<file path="src/rtl/farm_act_pkg.sv">
// Shared encodings for the irrigation actuator sequencer: state codes, fault codes, field widths.
package farm_act_pkg;

  localparam int unsigned STATE_W   = 3;
  localparam int unsigned FC_W      = 2;
  localparam int unsigned CYC_CNT_W = 8;

  localparam logic [2:0] IDLE       = 3'd0;
  localparam logic [2:0] VALVE_OPEN = 3'd1;
  localparam logic [2:0] PUMPING    = 3'd2;
  localparam logic [2:0] PUMP_STOP  = 3'd3;
  localparam logic [2:0] COOLDOWN   = 3'd4;
  localparam logic [2:0] FAULT      = 3'd5;

  localparam logic [1:0] FC_NONE  = 2'b00;
  localparam logic [1:0] FC_DRY   = 2'b01;
  localparam logic [1:0] FC_ESTOP = 2'b10;

endpackage

</file>
<file path="src/rtl/irrigation_actuator_sequencer_if.sv">
// Request/sensor inputs and actuator/status outputs of the irrigation actuator sequencer.
interface irrigation_actuator_sequencer_if;
  import farm_act_pkg::*;

  logic                 ena;
  logic                 irrigate_req;
  logic                 flow_ok;
  logic                 estop;
  logic                 fault_clr;
  logic                 valve_drive;
  logic                 pump_drive;
  logic                 busy;
  logic                 fault;
  logic [FC_W-1:0]      fault_code;
  logic                 run_limit_hit;
  logic [STATE_W-1:0]   state_o;
  logic [CYC_CNT_W-1:0] cycle_count;

  modport master (
    output ena, irrigate_req, flow_ok, estop, fault_clr,
    input  valve_drive, pump_drive, busy, fault, fault_code,
           run_limit_hit, state_o, cycle_count
  );

  modport slave (
    input  ena, irrigate_req, flow_ok, estop, fault_clr,
    output valve_drive, pump_drive, busy, fault, fault_code,
           run_limit_hit, state_o, cycle_count
  );

endinterface

</file>
<file path="src/rtl/irrigation_actuator_sequencer_seq_timer.sv">
// Loadable saturating up/down counter with zero flag; used as the sequencer state timer.
module seq_timer #(
  parameter int unsigned W = 12
) (
  input  logic         clk,
  input  logic         rst,
  input  logic         i_en,
  input  logic         i_load,
  input  logic [W-1:0] i_load_val,
  input  logic         i_step,
  input  logic         i_up,
  output logic [W-1:0] o_count,
  output logic         o_zero
);

  logic [W-1:0] r_count;

  // Load wins over stepping; stepping saturates at both ends.
  always_ff @(posedge clk or posedge rst) begin
    if (rst) begin
      r_count <= '0;
    end else if (i_en) begin
      if (i_load) begin
        r_count <= i_load_val;
      end else if (i_step) begin
        if (i_up) begin
          if (r_count != '1) r_count <= r_count + W'(1);
        end else begin
          if (r_count != '0) r_count <= r_count - W'(1);
        end
      end
    end
  end

  assign o_count = r_count;
  assign o_zero  = (r_count == '0);

endmodule

</file>
<file path="src/rtl/irrigation_actuator_sequencer.sv">
// Valve/pump sequencer: safe open/close ordering, run limit, cooldown, dry-run and estop faults.
module irrigation_actuator_sequencer
  import farm_act_pkg::*;
#(
  parameter int unsigned SETTLE_CYC   = 16,
  parameter int unsigned RUNDOWN_CYC  = 16,
  parameter int unsigned MAX_RUN_CYC  = 4000,
  parameter int unsigned COOLDOWN_CYC = 64,
  parameter int unsigned FLOW_TIMEOUT = 32,
  parameter int unsigned CNT_W        = 12
) (
  input logic clk,
  input logic rst,
  irrigation_actuator_sequencer_if.slave bus
);

  logic [STATE_W-1:0]   r_state;
  logic [STATE_W-1:0]   w_state_nxt;
  logic [FC_W-1:0]      r_fault_code;
  logic [FC_W-1:0]      w_code_nxt;
  logic                 r_run_limit_hit;
  logic                 w_rlh_nxt;
  logic [CYC_CNT_W-1:0] r_cycle_count;
  logic                 w_cyc_inc;
  logic [CNT_W-1:0]     r_flow_cnt;
  logic [CNT_W-1:0]     w_flow_nxt;

  logic                 w_tmr_load;
  logic [CNT_W-1:0]     w_tmr_val;
  logic                 w_tmr_step;
  logic                 w_tmr_up;
  logic [CNT_W-1:0]     w_tmr_count;
  logic                 w_tmr_zero;

  seq_timer #(.W(CNT_W)) u_timer (
    .clk        (clk),
    .rst        (rst),
    .i_en       (bus.ena),
    .i_load     (w_tmr_load),
    .i_load_val (w_tmr_val),
    .i_step     (w_tmr_step),
    .i_up       (w_tmr_up),
    .o_count    (w_tmr_count),
    .o_zero     (w_tmr_zero)
  );

  always_ff @(posedge clk or posedge rst) begin
    if (rst)          r_state <= IDLE;
    else if (bus.ena) r_state <= w_state_nxt;
  end

  // Next state, timer control and registered-output updates; estop overrides everything.
  always_comb begin
    w_state_nxt = r_state;
    w_code_nxt  = r_fault_code;
    w_rlh_nxt   = 1'b0;
    w_cyc_inc   = 1'b0;
    w_flow_nxt  = r_flow_cnt;
    w_tmr_load  = 1'b0;
    w_tmr_val   = '0;
    w_tmr_step  = 1'b0;
    w_tmr_up    = 1'b0;

    if (bus.estop) begin
      w_state_nxt = FAULT;
      w_code_nxt  = FC_ESTOP;
    end else begin
      case (r_state)
        IDLE: begin
          if (bus.irrigate_req) begin
            w_state_nxt = VALVE_OPEN;
            w_tmr_load  = 1'b1;
            w_tmr_val   = CNT_W'(SETTLE_CYC - 1);
          end
        end
        VALVE_OPEN: begin
          if (!bus.irrigate_req) begin
            w_state_nxt = PUMP_STOP;
            w_tmr_load  = 1'b1;
            w_tmr_val   = CNT_W'(RUNDOWN_CYC - 1);
          end else if (w_tmr_zero) begin
            w_state_nxt = PUMPING;
            w_tmr_load  = 1'b1;
            w_flow_nxt  = '0;
          end else begin
            w_tmr_step  = 1'b1;
          end
        end
        PUMPING: begin
          w_flow_nxt = bus.flow_ok ? '0 : r_flow_cnt + CNT_W'(1);
          if (!bus.flow_ok && (r_flow_cnt == CNT_W'(FLOW_TIMEOUT - 1))) begin
            w_state_nxt = FAULT;
            w_code_nxt  = FC_DRY;
          end else if ((w_tmr_count == CNT_W'(MAX_RUN_CYC - 1)) || !bus.irrigate_req) begin
            w_state_nxt = PUMP_STOP;
            w_tmr_load  = 1'b1;
            w_tmr_val   = CNT_W'(RUNDOWN_CYC - 1);
            w_cyc_inc   = 1'b1;
            w_rlh_nxt   = (w_tmr_count == CNT_W'(MAX_RUN_CYC - 1));
          end else begin
            w_tmr_step  = 1'b1;
            w_tmr_up    = 1'b1;
          end
        end
        PUMP_STOP: begin
          if (w_tmr_zero) begin
            w_state_nxt = COOLDOWN;
            w_tmr_load  = 1'b1;
            w_tmr_val   = CNT_W'(COOLDOWN_CYC - 1);
          end else begin
            w_tmr_step  = 1'b1;
          end
        end
        COOLDOWN: begin
          if (w_tmr_zero) w_state_nxt = IDLE;
          else            w_tmr_step  = 1'b1;
        end
        FAULT: begin
          if (bus.fault_clr && !bus.irrigate_req) begin
            w_state_nxt = COOLDOWN;
            w_code_nxt  = FC_NONE;
            w_tmr_load  = 1'b1;
            w_tmr_val   = CNT_W'(COOLDOWN_CYC - 1);
          end
        end
        default: w_state_nxt = IDLE;
      endcase
    end
  end

  always_ff @(posedge clk or posedge rst) begin
    if (rst) begin
      r_fault_code    <= FC_NONE;
      r_run_limit_hit <= 1'b0;
      r_cycle_count   <= '0;
      r_flow_cnt      <= '0;
    end else if (bus.ena) begin
      r_fault_code    <= w_code_nxt;
      r_run_limit_hit <= w_rlh_nxt;
      r_flow_cnt      <= w_flow_nxt;
      if (w_cyc_inc) r_cycle_count <= r_cycle_count + CYC_CNT_W'(1);
    end
  end

  // Drives decode straight from the state register so reset drops them without a clock edge.
  assign bus.valve_drive   = (r_state == VALVE_OPEN) || (r_state == PUMPING) || (r_state == PUMP_STOP);
  assign bus.pump_drive    = (r_state == PUMPING);
  assign bus.busy          = (r_state != IDLE) && (r_state != FAULT);
  assign bus.fault         = (r_state == FAULT);
  assign bus.fault_code    = r_fault_code;
  assign bus.run_limit_hit = r_run_limit_hit;
  assign bus.state_o       = r_state;
  assign bus.cycle_count   = r_cycle_count;

endmodule

</file>
<file path="src/flat_wrapper.sv">
// flat-port wrapper written by rule: the top's interface ports become plain ports
module irrigation_actuator_sequencer_flat import farm_act_pkg::*;
#(
  parameter int unsigned SETTLE_CYC   = 16,
  parameter int unsigned RUNDOWN_CYC  = 16,
  parameter int unsigned MAX_RUN_CYC  = 4000,
  parameter int unsigned COOLDOWN_CYC = 64,
  parameter int unsigned FLOW_TIMEOUT = 32,
  parameter int unsigned CNT_W        = 12
)
  (clk, rst, bus_ena, bus_irrigate_req, bus_flow_ok, bus_estop, bus_fault_clr, bus_valve_drive, bus_pump_drive, bus_busy, bus_fault, bus_fault_code, bus_run_limit_hit, bus_state_o, bus_cycle_count);
  irrigation_actuator_sequencer_if bus_i ();
  input logic clk;
  input logic rst;
  input wire logic [$bits(bus_i.ena)-1:0] bus_ena;
  input wire logic [$bits(bus_i.irrigate_req)-1:0] bus_irrigate_req;
  input wire logic [$bits(bus_i.flow_ok)-1:0] bus_flow_ok;
  input wire logic [$bits(bus_i.estop)-1:0] bus_estop;
  input wire logic [$bits(bus_i.fault_clr)-1:0] bus_fault_clr;
  output wire logic [$bits(bus_i.valve_drive)-1:0] bus_valve_drive;
  output wire logic [$bits(bus_i.pump_drive)-1:0] bus_pump_drive;
  output wire logic [$bits(bus_i.busy)-1:0] bus_busy;
  output wire logic [$bits(bus_i.fault)-1:0] bus_fault;
  output wire logic [$bits(bus_i.fault_code)-1:0] bus_fault_code;
  output wire logic [$bits(bus_i.run_limit_hit)-1:0] bus_run_limit_hit;
  output wire logic [$bits(bus_i.state_o)-1:0] bus_state_o;
  output wire logic [$bits(bus_i.cycle_count)-1:0] bus_cycle_count;
  assign bus_i.ena = bus_ena;
  assign bus_i.irrigate_req = bus_irrigate_req;
  assign bus_i.flow_ok = bus_flow_ok;
  assign bus_i.estop = bus_estop;
  assign bus_i.fault_clr = bus_fault_clr;
  assign bus_valve_drive = bus_i.valve_drive;
  assign bus_pump_drive = bus_i.pump_drive;
  assign bus_busy = bus_i.busy;
  assign bus_fault = bus_i.fault;
  assign bus_fault_code = bus_i.fault_code;
  assign bus_run_limit_hit = bus_i.run_limit_hit;
  assign bus_state_o = bus_i.state_o;
  assign bus_cycle_count = bus_i.cycle_count;
  irrigation_actuator_sequencer #(.SETTLE_CYC(SETTLE_CYC), .RUNDOWN_CYC(RUNDOWN_CYC), .MAX_RUN_CYC(MAX_RUN_CYC), .COOLDOWN_CYC(COOLDOWN_CYC), .FLOW_TIMEOUT(FLOW_TIMEOUT), .CNT_W(CNT_W)) u_core (.clk(clk), .rst(rst), .bus(bus_i));
endmodule
</file>
<file path="config.mk">
export PLATFORM = sky130hd
export DESIGN_NAME = irrigation_actuator_sequencer_flat
export DESIGN_NICKNAME = d
export VERILOG_FILES = /design/src/rtl/farm_act_pkg.sv /design/src/rtl/irrigation_actuator_sequencer_if.sv /design/src/rtl/irrigation_actuator_sequencer_seq_timer.sv /design/src/rtl/irrigation_actuator_sequencer.sv /design/src/flat_wrapper.sv
export SDC_FILE = /design/constraint.sdc
export NUM_CORES = 1
export LEC_CHECK = 0
export CORE_ASPECT_RATIO = 0.8
export CORE_MARGIN = 5
export CORE_UTILIZATION = 40
export DETAILED_ROUTE_END_ITERATION = 7
export PLACE_DENSITY = 0.7
export SLEW_MARGIN = 20
export SYNTH_ARGS = -nofsm -noshare
export SYNTH_HDL_FRONTEND = slang
export SYNTH_SLANG_ARGS = --single-unit
</file>
<file path="constraint.sdc">
create_clock -name clk -period 8.6 [get_ports clk]
set_clock_uncertainty 0.05 [all_clocks]
set_input_delay 1.29 -clock clk [delete_from_list [all_inputs] [get_ports clk]]
set_output_delay 1.29 -clock clk [all_outputs]
set_load 0.005 [all_outputs]
</file>
==> results.json, run 1 <==
{
  "cp_slowest_stage_delay_ns": 0.45,
  "worstReg2RegEnd": "u_core.u_timer.o_count[11]",
  "largest_family_of_logic_cells_by_synthesized_area": "simple AND/OR/NAND/NOR gates",
  "crit_top_cell": "sky130_fd_sc_hd__o21ai_0",
  "run_status": "finished clean",
  "instances_no_fill": 409,
  "worst_pin_slew_ns": 0.8771,
  "synthSimpleGateAreaFrac": 0.2510,
  "dieHeight_um": 82.36,
  "area_growth_syn_to_layout_pct": 15.15,
  "synth_area_sq_mm": 0.002618,
  "total_power_mw": 0.8946,
  "cts-buffers-inserted": 5,
  "design.final.nets": 345,
  "synth_edf_count": 0,
  "rr_startpoint": "u_core.r_flow_cnt[0]",
  "postCtsHoldBufs": 0,
  "dr.first_iter.drc_count": 249,
  "grt_first_pass_wirelength_um": 10440,
  "starting_density_of_the_core": 0.4105,
  "overall_die_area_sq_mm": 0.008272,
  "worst_slew_margin_rel": 0.4131,
  "grt_start_max_net_pins": 39,
  "area_used_by_multi_input_combinational_logic_sq_mm": 0.001578,
  "cts_max_level": 2,
  "grt_antenna_before_repair": 0,
  "postLayoutCoreUtil": 0.4727,
  "synth.net_count": 322,
  "cts.sinks": 38,
  "regToRegSetupSlack_ns": 4.91,
  "powerDensity_mw_per_mm2": 296.8,
  "worst-setup-path-type": "primary input to flop",
  "timing.critical_path.arrival_ns": 4.55,
  "seq_area_frac_synth": 0.3633,
  "detailedRoute.firstPassIterationCount": 5,
  "synth-main-ff-cell": "sky130_fd_sc_hd__dfrtp_1",
  "synth-warning-count": 0,
  "post_synthesis_xor_xnor_area_fraction": 0.06692,
  "final.fill_count": 631,
  "fin_setup_tns_ns": 0,
  "wl_um": 6006,
  "rows": 26,
  "cts-root-buf": "sky130_fd_sc_hd__clkbuf_8",
  "worst_hold_path.endpoint": "u_core.bus.cycle_count[7]",
  "ir_drop_uv": 174.9,
  "reg2regPathDepth": 13,
  "crit_path_cell_trace": "clkdlybuf4s50_1, nor4_1, and4_4, nand2b_4, or3_4, ha_1, o21ai_0, o21ai_0, o2111ai_1, and3_1, or3_1, a2111o_1, nand3_1",
  "layout_worst_path_cycle_share": 0.5093,
  "number_of_vias_after_detailed_routing": 2291,
  "placeableCoreArea_sq_mm": 0.006376,
  "floorplan.io_pins": 25,
  "holdPathStages": 1,
  "cts-resized-gates": 0,
  "drv_slew": 0,
  "synthesis.instances": 301,
  "yosys.area_share.adder": 0.06979,
  "ys_ff_latch": 38,
  "worstSkewPairLatency_ns": 0.29,
  "post-place-cells": 401,
  "routed_via_density": 5.601,
  "clock_path_buffers": 2,
  "grt.total_usage": 0.1557,
  "finalHoldViolCount": 0,
  "gp_congestion": 0.8683,
  "grt_overflow_total": 0,
  "antenna_cells_inserted": 0,
  "cts_tree": "built",
  "cp_slowest_cell": "sky130_fd_sc_hd__clkdlybuf4s50_1",
  "achievable-frequency_mhz": 228.3,
  "grt_setup_unrepaired": "false",
  "worst_path_max_fanout": 14,
  "compound_gate_fraction_of_synth_area": 0.1936,
  "place.detailed.hpwl_um": 4543,
  "number_of_global_route_vias_before_repair": 2094,
  "clk_pin_slew_worst_paths_ns": 0.08,
  "synth.mux.area_fraction": 0.02151,
  "finalWorstPathRequiredPeriod_ns": 4.380,
  "min_from": "u_core.bus.cycle_count[7]",
  "die_x_um": 100.4,
  "post-cts-setup-buffers": 0,
  "hold_path_class": "flop to flop",
  "route.detailed.wl_per_inst_um": 14.68,
  "required_ns": 8.77,
  "remaining_design_rule_violation_count": 0,
  "worstSetupStartpointType": "primary input",
  "max_cap_violations": 0,
  "setup_viol_count_final": 0,
  "port_buffers": 24,
  "layout-drive-gt1-share": 0.07692,
  "p_leak_nw": 1.250,
  "endpoint_kind": "flop",
  "postRouteAntennaNets": 0,
  "syn_area_per_cell_sq_um": 8.696,
  "sequential_cell_area_sq_um": 950.9,
  "share_of_flip_flops_with_an_asynchronous_set_or_reset": 1.000,
  "netlist-cell-type-count": 52,
  "worst_hold_slack_ns": 0.4288
}
==> area by class of cell <==
cell class,count,area share
tap,84,0.03487
timing repair buffer,25,0.08219
inverter,10,0.01245
sequential,38,0.3155
clock buffer,6,0.02740
clock inverter,2,0.004151
multi-input combinational,244,0.5235
==> where the power goes <==
part | leakage (nW) | total (mW) | internal [mW] | switching, mW
combinational | 0.713 | 0.465 | 0.226 | 0.239
sequential | 0.489 | 0.300 | 0.223 | 0.0765
clock | 0.0472 | 0.130 | 0.0645 | 0.0657
total | 1.25 | 0.895 | 0.514 | 0.381
==> registers in the layout, summed over array words and instances (netlist names) <==
name,cells
u_core.bus.cycle_count,8
u_core.u_timer.o_count,12
u_core.r_flow_cnt,12
u_core.bus.fault_code,2
u_core.bus.state_o,3
u_core.bus.run_limit_hit,1
==> per-layer routing <==
layer  GRT usage  vias to the layer above  routed length [um]
met4     0.03903                        0                  66
met3     0.02939                        6                 363
met1      0.2350                     1066                3117
met5           0                        -                   0
li1            -                     1146                   -
met2      0.2275                       73                2458
==> cell families (layout without fill, tap and decap cells) <==
group	Yosys count	after routing
buffers and inverters	19	43
AOI/OAI and AO/OA	80	80
xor gates and xnor gates	20	20
adders and majority gates	14	14
and+or+nand+nor	126	126
muxes	4	4
DFF	38	38
==> critical path, delay by kind of cell <==
kind            cells  cell delay (ns)
simple gates        7             1.68
fa+ha+maj           1             0.25
buf+inv             1             0.45
compound gates      4             0.87
==> cell usage in the layout, fill, tap and decap left out, types with 2 or more instances in the layout <==
| master | n |
|---|---|
| sky130_fd_sc_hd__ha_1 | 13 |
| sky130_fd_sc_hd__nor4_1 | 8 |
| sky130_fd_sc_hd__a31oi_1 | 3 |
| sky130_fd_sc_hd__a21o_1 | 5 |
| sky130_fd_sc_hd__nand4_1 | 7 |
| sky130_fd_sc_hd__xor2_1 | 7 |
| sky130_fd_sc_hd__nand2b_4 | 2 |
| sky130_fd_sc_hd__nor2b_1 | 4 |
| sky130_fd_sc_hd__nor3_1 | 8 |
| sky130_fd_sc_hd__nand2_1 | 34 |
| sky130_fd_sc_hd__or2_2 | 2 |
| sky130_fd_sc_hd__nand3_1 | 10 |
| sky130_fd_sc_hd__and3_1 | 4 |
| sky130_fd_sc_hd__o21ai_0 | 34 |
| sky130_fd_sc_hd__clkbuf_8 | 6 |
| sky130_fd_sc_hd__clkdlybuf4s50_1 | 24 |
| sky130_fd_sc_hd__o22a_1 | 2 |
| sky130_fd_sc_hd__and2_1 | 2 |
| sky130_fd_sc_hd__inv_1 | 10 |
| sky130_fd_sc_hd__o31ai_1 | 7 |
| sky130_fd_sc_hd__a31o_2 | 3 |
| sky130_fd_sc_hd__or3_1 | 5 |
| sky130_fd_sc_hd__dfrtp_1 | 38 |
| sky130_fd_sc_hd__nor2_1 | 31 |
| sky130_fd_sc_hd__a22o_1 | 2 |
| sky130_fd_sc_hd__mux2_4 | 3 |
| sky130_fd_sc_hd__a22oi_1 | 2 |
| sky130_fd_sc_hd__xnor2_1 | 13 |
| sky130_fd_sc_hd__a21oi_1 | 12 |
==> synthesized netlist by cell type, types with 2 or more instances <==
cell / number / area, sq um
sky130_fd_sc_hd__a21o_1: 5 / 37.54
sky130_fd_sc_hd__a21oi_1: 12 / 60.06
sky130_fd_sc_hd__a22o_1: 2 / 17.52
sky130_fd_sc_hd__a22oi_1: 2 / 15.01
sky130_fd_sc_hd__a31o_2: 3 / 26.28
sky130_fd_sc_hd__a31oi_1: 3 / 18.77
sky130_fd_sc_hd__and2_1: 2 / 12.51
sky130_fd_sc_hd__and3_1: 4 / 25.02
sky130_fd_sc_hd__buf_2: 2 / 10.01
sky130_fd_sc_hd__buf_6: 2 / 22.52
sky130_fd_sc_hd__clkbuf_1: 4 / 15.01
sky130_fd_sc_hd__dfrtp_1: 38 / 950.9
sky130_fd_sc_hd__ha_1: 13 / 162.7
sky130_fd_sc_hd__inv_1: 10 / 37.54
sky130_fd_sc_hd__mux2_4: 3 / 45.04
sky130_fd_sc_hd__nand2_1: 34 / 127.6
sky130_fd_sc_hd__nand2b_4: 2 / 27.53
sky130_fd_sc_hd__nand3_1: 10 / 50.05
sky130_fd_sc_hd__nand4_1: 7 / 43.79
sky130_fd_sc_hd__nor2_1: 31 / 116.4
sky130_fd_sc_hd__nor2b_1: 4 / 25.02
sky130_fd_sc_hd__nor3_1: 8 / 40.04
sky130_fd_sc_hd__nor4_1: 8 / 50.05
sky130_fd_sc_hd__o21ai_0: 34 / 170.2
sky130_fd_sc_hd__o22a_1: 2 / 17.52
sky130_fd_sc_hd__o31ai_1: 7 / 52.55
sky130_fd_sc_hd__or2_2: 2 / 12.51
sky130_fd_sc_hd__or3_1: 5 / 31.28
sky130_fd_sc_hd__xnor2_1: 13 / 113.9
sky130_fd_sc_hd__xor2_1: 7 / 61.31
==> stage by stage <==
step | area (sq um) | setup slack [ns]
floorplan | 2618 | 4.760
global placement | 2919 | 4.062
detailed placement | 2919 | 3.953
CTS | 3014 | 4.255
global route | 3014 | 4.073
finish | 3014 | 4.220
==> how the worst max path moves through the flow <==
stage,from,to,slack (ns)
after floorplan,bus_flow_ok,u_core.u_timer.o_count[11],4.76
after global routing,bus_flow_ok,u_core.u_timer.o_count[11],4.07
after detailed placement,bus_flow_ok,u_core.u_timer.o_count[11],3.95
after CTS,bus_flow_ok,u_core.u_timer.o_count[11],4.26
final,bus_flow_ok,u_core.u_timer.o_count[11],4.22
after global placement,bus_flow_ok,u_core.u_timer.o_count[11],4.06
(Power assumes the default switching activity.)
==> run 2, diff against run 1 <==
==> constraint.sdc (replaced) <==
create_clock -name clk -period 4.5 [get_ports clk]
set_clock_uncertainty 0.05 [all_clocks]
set_input_delay 0.675 -clock clk [delete_from_list [all_inputs] [get_ports clk]]
set_output_delay 0.675 -clock clk [all_outputs]
set_load 0.005 [all_outputs]
==> run 2 against run 1 <==
- power increased by 100%
- utilization rose by 0.78 points
- final cell count increased by 0.24%
- register-to-register slack got worse by 4.1 ns
- worst hold slack improved by 0.0074 ns
- setup slack worse by 3.4 ns
- via count up 0.65%
- sequential power grew 91%
- clock-buffer cell count decreased by 1
- first-iteration DRC count is 29% lower
- global-route usage grew 0.38 points
- critical path type unchanged
- largest cell class unchanged
==> results.json, run 2 (synthesized netlist as in run 1, its figures left out) <==
{
  "grt.met2_usage": 0.2242,
  "starting_density_of_the_core": 0.4105,
  "route.detailed.wl_per_inst_um": 15.28,
  "most-common-layout-cells": "38 x sky130_fd_sc_hd__dfrtp_1, 34 x sky130_fd_sc_hd__nand2_1, 34 x sky130_fd_sc_hd__o21ai_0, 31 x sky130_fd_sc_hd__nor2_1, 24 x sky130_fd_sc_hd__clkdlybuf4s50_1",
  "postRouteAntennaNets": 0,
  "antenna_cells_inserted": 0,
  "worstSetupStartpointType": "primary input",
  "required_ns": 4.60,
  "powerDensity_mw_per_mm2": 594.2,
  "area_growth_syn_to_layout_pct": 17.07,
  "clock_path_buffers": 2,
  "final_critical_path_setup_slack_ns": 0.7986,
  "cts-root-buf": "sky130_fd_sc_hd__clkbuf_8",
  "wl_um": 6263,
  "cts-resized-gates": 0,
  "grt_antenna_before_repair": 0,
  "grt_overflow_total": 0,
  "p_leak_nw": 1.276,
  "cts-buffers-inserted": 5,
  "die_x_um": 100.4,
  "grt_start_max_net_pins": 39,
  "cp_slowest_stage_delay_ns": 0.50,
  "dr.first_iter.drc_count": 178,
  "floorplan.io_pins": 25,
  "achievable-frequency_mhz": 270.2,
  "grt_util_met1": 0.2375,
  "worstSkewPairLatency_ns": 0.30,
  "fin_setup_tns_ns": 0,
  "clk_pin_slew_worst_paths_ns": 0.08,
  "rows": 26,
  "port_buffers": 24,
  "layout-drive-gt1-share": 0.07975,
  "number_of_vias_after_detailed_routing": 2306,
  "design.final.nets": 346,
  "cts_max_level": 2,
  "routed_via_density": 5.624,
  "hold_path_class": "flop to flop",
  "overall_die_area_sq_mm": 0.008272,
  "drv_slew": 0,
  "grt_first_pass_wirelength_um": 10360,
  "setup_viol_count_final": 0,
  "grt.total_usage": 0.1594,
  "globalRouteMet3Util": 0.02771,
  "cts.sinks": 38,
  "finalWorstPathRequiredPeriod_ns": 3.701,
  "post-cts-setup-buffers": 0,
  "finalInstanceArea_sq_mm": 0.003064,
  "remaining_design_rule_violation_count": 0,
  "mostFrequentLayoutCell": "sky130_fd_sc_hd__dfrtp_1",
  "worst_path_max_fanout": 14,
  "grt_setup_unrepaired": "false",
  "worst-setup-path-type": "primary input to flop",
  "dieHeight_um": 82.36,
  "regToRegSetupSlack_ns": 0.83,
  "run_status": "finished clean",
  "place_area_sq_mm": 0.002927,
  "postCtsHoldBufs": 0,
  "ir_drop_uv": 248.5,
  "worst_slew_margin_rel": 0.4319,
  "layout_worst_path_cycle_share": 0.8225,
  "place.detailed.hpwl_um": 4643,
  "placeableCoreArea_sq_mm": 0.006376,
  "max_cap_violations": 0,
  "worst_pin_slew_ns": 0.8490,
  "cp_slowest_cell": "sky130_fd_sc_hd__clkdlybuf4s50_1",
  "crit_top_cell": "sky130_fd_sc_hd__a21oi_1",
  "finalHoldViolCount": 0,
  "grt.busiest_layer": "met1",
  "timing.critical_path.arrival_ns": 3.80,
  "endpoint_kind": "flop",
  "gp_congestion": 0.9051,
  "number_of_global_route_vias_before_repair": 2026,
  "cts_tree": "built",
  "crit_path_cell_trace": "clkdlybuf4s50_1, nor4_1, and4_4, nand2b_4, or3_4, fa_1, a21o_1, a21oi_1, o211ai_1, a31o_2, a21oi_1, xor2_1, o31ai_1",
  "detailedRoute.firstPassIterationCount": 4,
  "preCtsSetupSlack_ns": 0.5080
}
## run 2: changes by cell type in the layout (fill, tap and decap cells not counted)
cell	before	now
sky130_fd_sc_hd__clkbuf_8	6	5
sky130_fd_sc_hd__clkinvlp_4	1	0
sky130_fd_sc_hd__buf_4	1	2
sky130_fd_sc_hd__clkinv_2	1	0
sky130_fd_sc_hd__clkinv_4	0	1
sky130_fd_sc_hd__bufinv_16	0	2
## run 2: final cells by class
cell class / instances / area [sq um]
multi-input cells: 244 / 1578
repair buffers: 26 / 255.2
inverters: 10 / 37.54
fillers: 628 / 3312
clock buffers: 5 / 68.82
well taps: 84 / 105.1
clock inverters: 3 / 68.82
flip-flops and latches: 38 / 950.9
## run 2: report_power, final
| group | internal (mW) | switching (mW) |
|---|---|---|
| combinational | 0.434 | 0.454 |
| sequential | 0.427 | 0.147 |
| clock | 0.222 | 0.137 |
## run 2: final timing paths
| kind | to | depth (start not counted) | from |
|---|---|---|---|
| setup / recovery | u_core.u_timer.o_count[10] | 13 | bus_flow_ok |
| hold / removal | u_core.bus.cycle_count[7] | 1 | u_core.bus.cycle_count[7] |
| setup reg to reg | u_core.u_timer.o_count[10] | 13 | u_core.r_flow_cnt[0] |
| hold reg to reg | u_core.bus.cycle_count[7] | 1 | u_core.bus.cycle_count[7] |
| max in group asynchronous | u_core.u_timer.o_count[10] | 3 | rst |
| min in group asynchronous | u_core.bus.cycle_count[7] | 3 | rst |
## run 2: worst max-delay path, delay by kind of cell
| kind | cells | cell delay (ns) |
|---|---|---|
| AO/OA/AOI/OAI | 6 | 1.17 |
| XOR/XNOR | 1 | 0.17 |
| adder cells (fa/ha/maj) | 1 | 0.44 |
| buffers and inverters | 1 | 0.50 |
| AND/OR/NAND/NOR | 4 | 0.85 |
## run 2: through the flow
stage          hold slack [ns]  total power, mW  utilization  instances
2_1_floorplan           0.4182            1.198            -        301
3_3_place_gp            0.4113            1.442       0.4590        402
3_5_place_dp            0.4274            1.455       0.4590        402
4_1_cts                 0.4448            1.826       0.4806        410
5_1_grt                 0.4633            1.968       0.4806        410
6_report                0.4362            1.821       0.4806        410
## run 2: metal layers
| layer | up-vias | share of wire | routed length [um] |
|---|---|---|---|
| met5 | - | 0 | 0 |
| met4 | 0 | 0.019 | 117 |
| met3 | 11 | 0.059 | 368 |
| met2 | 63 | 0.41 | 2584 |
| met1 | 1088 | 0.51 | 3192 |
| li1 | 1144 | - | - |
==> run 3, diff against run 2 <==
--- a/config.mk
+++ b/config.mk
@@ -9,7 +9,7 @@
 export CORE_MARGIN = 5
 export CORE_UTILIZATION = 40
 export DETAILED_ROUTE_END_ITERATION = 7
-export PLACE_DENSITY = 0.7
+export PLACE_DENSITY = 0.72
 export SLEW_MARGIN = 20
 export SYNTH_ARGS = -nofsm -noshare
 export SYNTH_HDL_FRONTEND = slang
==> constraint.sdc (replaced) <==
create_clock -name clk -period 3.3 [get_ports clk]
set_clock_uncertainty 0.05 [all_clocks]
set_input_delay 0.495 -clock clk [delete_from_list [all_inputs] [get_ports clk]]
set_output_delay 0.495 -clock clk [all_outputs]
set_load 0.005 [all_outputs]
==> run 3 against run 2 <==
- the flow now finishes with violations (negative setup slack)
- final cell count is 10% higher
- sequential cell count unchanged
- sequential power is 25% higher
- via count is 9.0% higher
- clock power fell by 4%
- register-to-register slack got worse by 0.90 ns
- cell area rose by 13%
- global-route usage is 1.5 points higher
==> results.json, run 3 (synthesized netlist as in run 1, its figures left out) <==
{
  "powerDensity_mw_per_mm2": 793.9,
  "dr.first_iter.drc_count": 302,
  "drv_slew": 0,
  "clk_pin_slew_worst_paths_ns": 0.08,
  "worst_hold_slack_ns": 0.4388,
  "achievable-frequency_mhz": 296.6,
  "grt.met2_usage": 0.2626,
  "remaining_design_rule_violation_count": 0,
  "grt_antenna_before_repair": 0,
  "gp_congestion": 0.9139,
  "layout_worst_path_cycle_share": 1.022,
  "cts_tree": "built",
  "failed_checks": "negative setup slack",
  "cp_slowest_cell": "sky130_fd_sc_hd__or3_4",
  "mostFrequentLayoutCell": "sky130_fd_sc_hd__buf_4",
  "cts-buffers-inserted": 5,
  "postRouteAntennaNets": 0,
  "grt_overflow_total": 0,
  "grt_first_pass_wirelength_um": 11400,
  "p_leak_nw": 1.472,
  "postCtsHoldBufs": 0,
  "area_growth_syn_to_layout_pct": 32.79,
  "worst_slew_margin_rel": 0.4555,
  "rows": 26,
  "placeableCoreArea_sq_mm": 0.006376,
  "finalWorstPathRequiredPeriod_ns": 3.371,
  "place_area_sq_mm": 0.003256,
  "most-common-layout-cells": "43 x sky130_fd_sc_hd__buf_4, 38 x sky130_fd_sc_hd__dfrtp_1, 34 x sky130_fd_sc_hd__nand2_1, 32 x sky130_fd_sc_hd__o21ai_0, 31 x sky130_fd_sc_hd__nor2_1",
  "grt_util_met1": 0.2503,
  "worstSetupStartpointType": "flop",
  "final.fill_count": 608,
  "run_status": "complete, but fails checks",
  "antenna_cells_inserted": 0,
  "crit_top_cell": "sky130_fd_sc_hd__and3_4",
  "grt.busiest_layer": "met2",
  "grt_setup_unrepaired": "true",
  "setup_viol_count_final": 1,
  "cts_max_level": 2,
  "worst_path_dominant_cell_family": "simple AND/OR/NAND/NOR gates",
  "detailedRoute.firstPassIterationCount": 5,
  "hold_path_class": "flop to flop",
  "worst_path_max_fanout": 6,
  "worst_pin_slew_ns": 0.8137,
  "clock_path_buffers": 2,
  "final_critical_path_setup_slack_ns": -0.07108,
  "timing.critical_path.arrival_ns": 3.56,
  "grt.total_usage": 0.1745,
  "dieHeight_um": 82.36,
  "finalHoldViolCount": 0,
  "total_power_mw": 2.760,
  "die_x_um": 100.4,
  "worst-setup-path-type": "flop to flop",
  "ir_drop_uv": 370.3,
  "cp_slowest_stage_delay_ns": 0.42,
  "cts-root-buf": "sky130_fd_sc_hd__clkbuf_8",
  "crit_path_cell_trace": "ha_2, and3_4, and4_4, nand2b_4, or3_4, buf_6, ha_4, and3_4, o2111ai_2, and3_4, or3_4, a2111o_1, nand3_1",
  "worstSkewPairLatency_ns": 0.30,
  "cts.sinks": 38,
  "overall_die_area_sq_mm": 0.008272,
  "required_ns": 3.49,
  "timing.critical_path.buf_inv": 1,
  "grt_start_max_net_pins": 39,
  "design.final.nets": 389,
  "globalRouteMet3Util": 0.02687,
  "number_of_vias_after_detailed_routing": 2513,
  "starting_density_of_the_core": 0.4105,
  "preCtsSetupSlack_ns": -0.4440,
  "wl_um": 6806,
  "layout-drive-gt1-share": 0.2331,
  "route.detailed.wl_per_inst_um": 15.02,
  "place.detailed.hpwl_um": 5102,
  "max_cap_violations": 0,
  "endpoint_kind": "flop",
  "fin_setup_tns_ns": -0.07108,
  "floorplan.io_pins": 25,
  "number_of_global_route_vias_before_repair": 2384,
  "finalInstanceArea_sq_mm": 0.003476,
  "port_buffers": 24,
  "routed_via_density": 5.547
}
## run 3: worst register-to-register path, cell delays in order, from the launching register on
cell and delay [ns]:
sky130_fd_sc_hd__dfrtp_1 0.40, sky130_fd_sc_hd__ha_2 0.20, sky130_fd_sc_hd__and3_4 0.18, sky130_fd_sc_hd__and4_4 0.17, sky130_fd_sc_hd__nand2b_4 0.13, sky130_fd_sc_hd__or3_4 0.42
sky130_fd_sc_hd__buf_6 0.16, sky130_fd_sc_hd__ha_4 0.27, sky130_fd_sc_hd__and3_4 0.18, sky130_fd_sc_hd__o2111ai_2 0.14, sky130_fd_sc_hd__and3_4 0.18, sky130_fd_sc_hd__or3_4 0.36
sky130_fd_sc_hd__a2111o_1 0.37, sky130_fd_sc_hd__nand3_1 0.08
## run 3: routing by layer
layer  routed length (um)  part of all wire  up-vias
li1                     -                 -     1236
met1                 3287              0.48     1169
met2                 2929              0.43       98
met3                  483             0.071       10
met4                  106             0.016        0
met5                    0                 0        -
## run 3: layout make-up
type                    count  area [sq um]  area share
clock buffers               6         82.58     0.02376
clock inverters             2         12.51    0.003600
inverters                  10         37.54     0.01080
multi-input cells         245          1713      0.4928
flip-flops and latches     38         950.9      0.2736
well taps                  84         105.1     0.03024
repair buffers             68         574.3      0.1652
## run 3: path summary, 6_finish.rpt
path	slack (ns)	cells after the start	to	from
hold reg to reg	0.44	1	u_core.bus.cycle_count[7]	u_core.bus.cycle_count[7]
hold / removal	0.44	1	u_core.bus.cycle_count[7]	u_core.bus.cycle_count[7]
max in group asynchronous	2.29	3	u_core.r_flow_cnt[5]	rst
min in group asynchronous	0.57	3	u_core.bus.cycle_count[0]	rst
setup / recovery	-0.07	13	u_core.u_timer.o_count[11]	u_core.r_flow_cnt[1]
setup reg to reg	-0.07	13	u_core.u_timer.o_count[11]	u_core.r_flow_cnt[1]
## run 3: per-stage QoR
stage / cells / util
after floorplan: 301 / -
after global placement: 440 / 0.5106
after detailed placement: 440 / 0.5106
after CTS: 452 / 0.5404
after global routing: 453 / 0.5451
final: 453 / 0.5451
## run 3: power breakdown
part / internal [mW] / switching, mW
sequential: 0.583 / 0.135
combinational: 0.884 / 0.813
clock: 0.168 / 0.176
total: 1.63 / 1.12
## run 3: repair_timing
item	CTS	global route
gates cloned	1	0
pin swaps	4	0
setup endpoints to repair	3	3
gates resized for setup	10	5
buffers inserted	3	1
==> RTL edit 1 (settings of run 1) <==
`CNT_W` is set to 12 in 2 places; all go to 24.
--- a/src/rtl/irrigation_actuator_sequencer.sv
+++ b/src/rtl/irrigation_actuator_sequencer.sv
@@ -8,5 +8,5 @@
   parameter int unsigned COOLDOWN_CYC = 64,
   parameter int unsigned FLOW_TIMEOUT = 32,
-  parameter int unsigned CNT_W        = 12
+  parameter int unsigned CNT_W        = 24
 ) (
   input logic clk,
--- a/src/flat_wrapper.sv
+++ b/src/flat_wrapper.sv
@@ -7,5 +7,5 @@
   parameter int unsigned COOLDOWN_CYC = 64,
   parameter int unsigned FLOW_TIMEOUT = 32,
-  parameter int unsigned CNT_W        = 12
+  parameter int unsigned CNT_W        = 24
 )
   (clk, rst, bus_ena, bus_irrigate_req, bus_flow_ok, bus_estop, bus_fault_clr, bus_valve_drive, bus_pump_drive, bus_busy, bus_fault, bus_fault_code, bus_run_limit_hit, bus_state_o, bus_cycle_count);
Behaviour: same outputs for any inputs over 10 cycles, from zero or initial values and one cycle with rst high; that may be too few to reach the edited logic, so the function may still have changed.
==> RTL edit 1 against run 1 <==
Fmax shrank 16%. Count of clock-buffer cells in the layout up 3. Setup slack got worse by 0.82 ns. Critical endpoint is now u_core.u_timer.o_count[22]. Register-to-register slack got worse by 1.0 ns. Combinational power is 83% higher. Largest cell class unchanged. Total power rose by 93%. Highest routed layer unchanged. Synthesized area up 64%. Cell area up 65%. Routed wire length rose by 80%. Sequential cell count up 24.
==> RTL edit 1: results (changes against run 1) <==
[run_status]
status=complete, no violations

[global_route]
grt.busiest_layer=met2
grt_usage_pct=17.1  ; +1.5 points
grt_use_met2_pct=25.8  ; +3.1 points
grt_max_degree=63  ; +62%
antenna_found_initial=0  ; unchanged
grtUsageMet1_pct=24.5  ; +0.96 points
first_global_vias=3653  ; +74%
grtUsageMet3_pct=3.52  ; +0.58 points
grt_pass1_wl_um=18100  ; +73%

[synthesis]
syn_nets=538  ; +67%
ys_warn_count=0  ; unchanged
synth_area_leaders=dfrtp_1 36%, ha_1 7.6%, o21ai_0 7.0%
ys_types=56  ; +7.7%
ys_seq_area_share_pct=36.1  ; -0.21 points
ys_top_cells_by_count=62 x dfrtp_1, 60 x o21ai_0, 45 x nand2_1, 45 x nor2_1, 35 x a21oi_1

[clock_network]
cts_buffers=9  ; +4
cts_resized=0  ; unchanged
clk_pin_slew_ns=0.06  ; -0.02 ns
htree_levels=3  ; +1
postCtsSetupRepairBufs=0  ; unchanged
clk_path_buf_depth=2  ; unchanged
clk_latency_ns=0.34  ; +0.05 ns
cts.sinks=62  ; +63%
clock-root-buffer=clkbuf_16

[worst_hold_path]
hp-class=flop to flop

[final_layout]
inv_count=14  ; +4
fillers=966  ; +53%
num-nets-final=555  ; +61%
seq_area_share_pct=31.1  ; -0.41 points
area_share_nonclk_buffers_pct=5.12  ; -3.1 points
final_layout_size_suffix_gt1_share_pct=6.46  ; -1.2 points
multi_input_area_share_pct=52.4  ; about the same
multi_input_gates=408  ; +67%
buffers=26  ; +4.0%
clock_area_share_pct=6.78  ; +3.6 points

[critical_path]
critPathSlowestCell=or3_2
cp.arrival_ns=5.41  ; +0.86 ns
path_max_fanout=32  ; +18
cpPeakStageDelay_ns=0.81  ; +0.36 ns
cp_top_family=compound AO/OA/AOI/OAI gates

[place]
gp_congestion=0.871  ; +0.29%
hpwlAfterDp_um=7360  ; +62%
dpl_cell_area_um2=4630  ; +59%
dp_worst_setup_slack_ns=2.85  ; -1.11 ns

[route]
wl_um=10800  ; +80%
vias=3963  ; +73%
wirelength_met1_um=5340  ; +71%
dr_wl_met2_um=4790  ; +95%
drt_iter0_drc=388  ; +56%
met3WireLength_um=594  ; +64%

[power]
p_leak_nw=2.15  ; +72%
peakVddDrop_mv=0.122  ; -30%

[floorplan]
fp.dieW_um=126  ; +25%

[sta]
max_slew_margin_pct=35.9  ; -5.4 points

-- RTL edit 1: cell types whose count changed after synthesis, sizes merged, moves of 11 or more --
cell    before  now
o21ai       34   61
a21oi       12   37
dfrtp       38   62
a22o         2   16
nor2        31   45
ha          13   26
clkbuf       4   15
nand2       34   45
-- RTL edit 1: path summary, 6_finish.rpt --
| check | end | startpoint | slack (ns) | depth (start not counted) |
|---|---|---|---|---|
| max in group asynchronous | u_core.u_timer.o_count[15] | rst | 6.50 | 3 |
| min in group asynchronous | u_core.bus.cycle_count[5] | rst | 1.46 | 3 |
| worst max register to register | u_core.u_timer.o_count[22] | u_core.u_timer.o_count[19] | 3.88 | 14 |
| worst max-delay path | u_core.u_timer.o_count[22] | bus_irrigate_req | 3.40 | 13 |
| worst min-delay path | u_core.r_flow_cnt[23] | u_core.r_flow_cnt[23] | 0.43 | 1 |
| worst min register to register | u_core.r_flow_cnt[23] | u_core.r_flow_cnt[23] | 0.43 | 1 |
-- RTL edit 1: cell families after synthesis --
logic type               after synthesis  synth area share (%)
AND/OR/NAND/NOR                      177                  20.4
AO/OA/AOI/OAI                        174                  25.8
flip-flops                            62                  36.1
buffers and inverters                 34                  3.38
adder cells (fa/ha/maj)               27                  8.04
XOR/XNOR                              26                  5.30
multiplexers                           4                 0.961
-- RTL edit 1: stage by stage --
step                      hold slack, ns  util, %  cells
after floorplan                    0.402        -    504
after global placement             0.412     44.7    650
after detailed placement           0.432     44.7    650
after CTS                          0.441     48.0    666
after global routing               0.466     48.1    666
final                              0.435     48.1    666
-- RTL edit 1: report_power, final --
part           internal (mW)  switching [mW]  total, mW
sequential             0.351           0.103      0.454
clock                  0.281           0.136      0.418
combinational          0.394           0.460      0.853
total                   1.03           0.698       1.72
==> RTL edit 2 (config.mk and constraints of run 1) <==
Without the edit above. One comparison of `r_flow_cnt` changes from == to >=.
--- a/src/rtl/irrigation_actuator_sequencer.sv
+++ b/src/rtl/irrigation_actuator_sequencer.sv
@@ -89,5 +89,5 @@
         PUMPING: begin
           w_flow_nxt = bus.flow_ok ? '0 : r_flow_cnt + CNT_W'(1);
-          if (!bus.flow_ok && (r_flow_cnt == CNT_W'(FLOW_TIMEOUT - 1))) begin
+          if (!bus.flow_ok && (r_flow_cnt >= CNT_W'(FLOW_TIMEOUT - 1))) begin
             w_state_nxt = FAULT;
             w_code_nxt  = FC_DRY;
Function: same outputs for any inputs over 10 cycles, from zero or initial values and one cycle with rst high; that may be too few to reach the edited logic, so the function may still have changed.
==> RTL edit 2 against run 1 <==
Worst hold slack got worse by 0.0015 ns. Non-clock buffer count unchanged. Via count fell by 2.9%. Synthesized area is 1.8% higher. Combinational power shrank 11%. Routed wire length shrank 0.35%. Total power down 0.42%. Sequential cell count unchanged. Setup slack got worse by 0.13 ns. Cell area increased by 2.5%. Register-to-register slack worse by 0.10 ns. Highest routed layer unchanged.
==> RTL edit 2: results (changes against run 1) <==
[power]
peakVddDrop_mv=0.139  ; -20%
p_leak_nw=1.28  ; +2.6%
power_switching_mw=0.350  ; -8.0%

[place]
dpl_cell_area_um2=2950  ; +1.2%
dp_worst_setup_slack_ns=3.76  ; -0.189 ns
hpwlAfterDp_um=4240  ; -6.7%
gp_congestion=0.861  ; -0.86%

[final_layout]
multi_input_area_share_pct=52.6  ; +0.29 points
area_share_nonclk_buffers_pct=8.02  ; -0.20 points
clock_area_share_pct=4.45  ; +1.3 points
final_layout_size_suffix_gt1_share_pct=9.90  ; +2.2 points
seq_area_share_pct=30.8  ; -0.78 points
multi_input_gates=236  ; -3.3%
fillers=614  ; -2.7%
inv_count=6  ; -4
multi_input_area_um2=1630  ; +3.1%
num-nets-final=333  ; -3.5%

[synthesis]
synth_compound_area_share_pct=20.1  ; +0.74 points
netlist_instances=291  ; -3.3%
synth_xor_area_share_pct=6.25  ; -0.45 points
ys_seq_area_share_pct=35.7  ; -0.63 points
synth_fa_ha_area_share_pct=6.86  ; -0.12 points
syn_nets=312  ; -3.1%
ys_types=54  ; +3.8%
synth_area_leaders=dfrtp_1 36%, ha_1 6.1%, nor2_1 3.9%
ys_warn_count=0  ; unchanged
ys_top_cells_by_count=38 x dfrtp_1, 28 x nor2_1, 21 x nand2_1, 21 x o21ai_0, 13 x ha_1

[route]
wirelength_met1_um=3090  ; -0.80%
drt_iter0_drc=112  ; -55%
vias=2225  ; -2.9%
drt_pass1_iterations=4  ; -1
dr_wl_met2_um=2650  ; +7.9%
met3WireLength_um=189  ; -48%
wl_um=5990  ; -0.35%

[global_route]
antenna_found_initial=0  ; unchanged
grt_usage_pct=15.0  ; -0.59 points
grt_pass1_wl_um=10300  ; -1.6%
first_global_vias=2099  ; +0.24%
grtUsageMet3_pct=3.02  ; +0.076 points
grtUsageMet1_pct=22.4  ; -1.1 points

[clock_network]
clock-root-buffer=clkbuf_8
clk_latency_ns=0.31  ; +0.02 ns

[sta]
period_minus_slack_ns=4.51  ; +0.132 ns
hold_ws_ns=0.427  ; -0.00148 ns
max_slew_margin_pct=35.7  ; -5.6 points

[critical_path]
critPathSlowestCell=or4_4
cpPeakStageDelay_ns=0.79  ; +0.34 ns
cp.arrival_ns=4.62  ; +0.07 ns
cp_top_family=compound AO/OA/AOI/OAI gates
r2r_setup_slack_ns=4.81  ; -0.10 ns

[run_status]
status=complete, no violations

[RTL edit 2: power groups by stage]
stage,sequential (mW),combinational (mW),clock (mW)
after floorplan,0.258,0.349,0
after global placement,0.291,0.410,0
after detailed placement,0.291,0.416,0
after CTS,0.287,0.418,0.190
after global routing,0.299,0.469,0.197
final,0.289,0.416,0.187
[RTL edit 2: path summary, 6_finish.rpt]
| check | to | from | depth (start not counted) |
|---|---|---|---|
| min in group asynchronous | u_core.r_flow_cnt[5] | rst | 3 |
| setup / recovery | u_core.u_timer.o_count[10] | bus_estop | 10 |
| max in group asynchronous | u_core.bus.state_o[0] | rst | 3 |
| hold / removal | u_core.bus.cycle_count[7] | u_core.bus.cycle_count[7] | 1 |
| setup reg to reg | u_core.u_timer.o_count[10] | u_core.bus.state_o[2] | 10 |
| hold reg to reg | u_core.bus.cycle_count[7] | u_core.bus.cycle_count[7] | 1 |
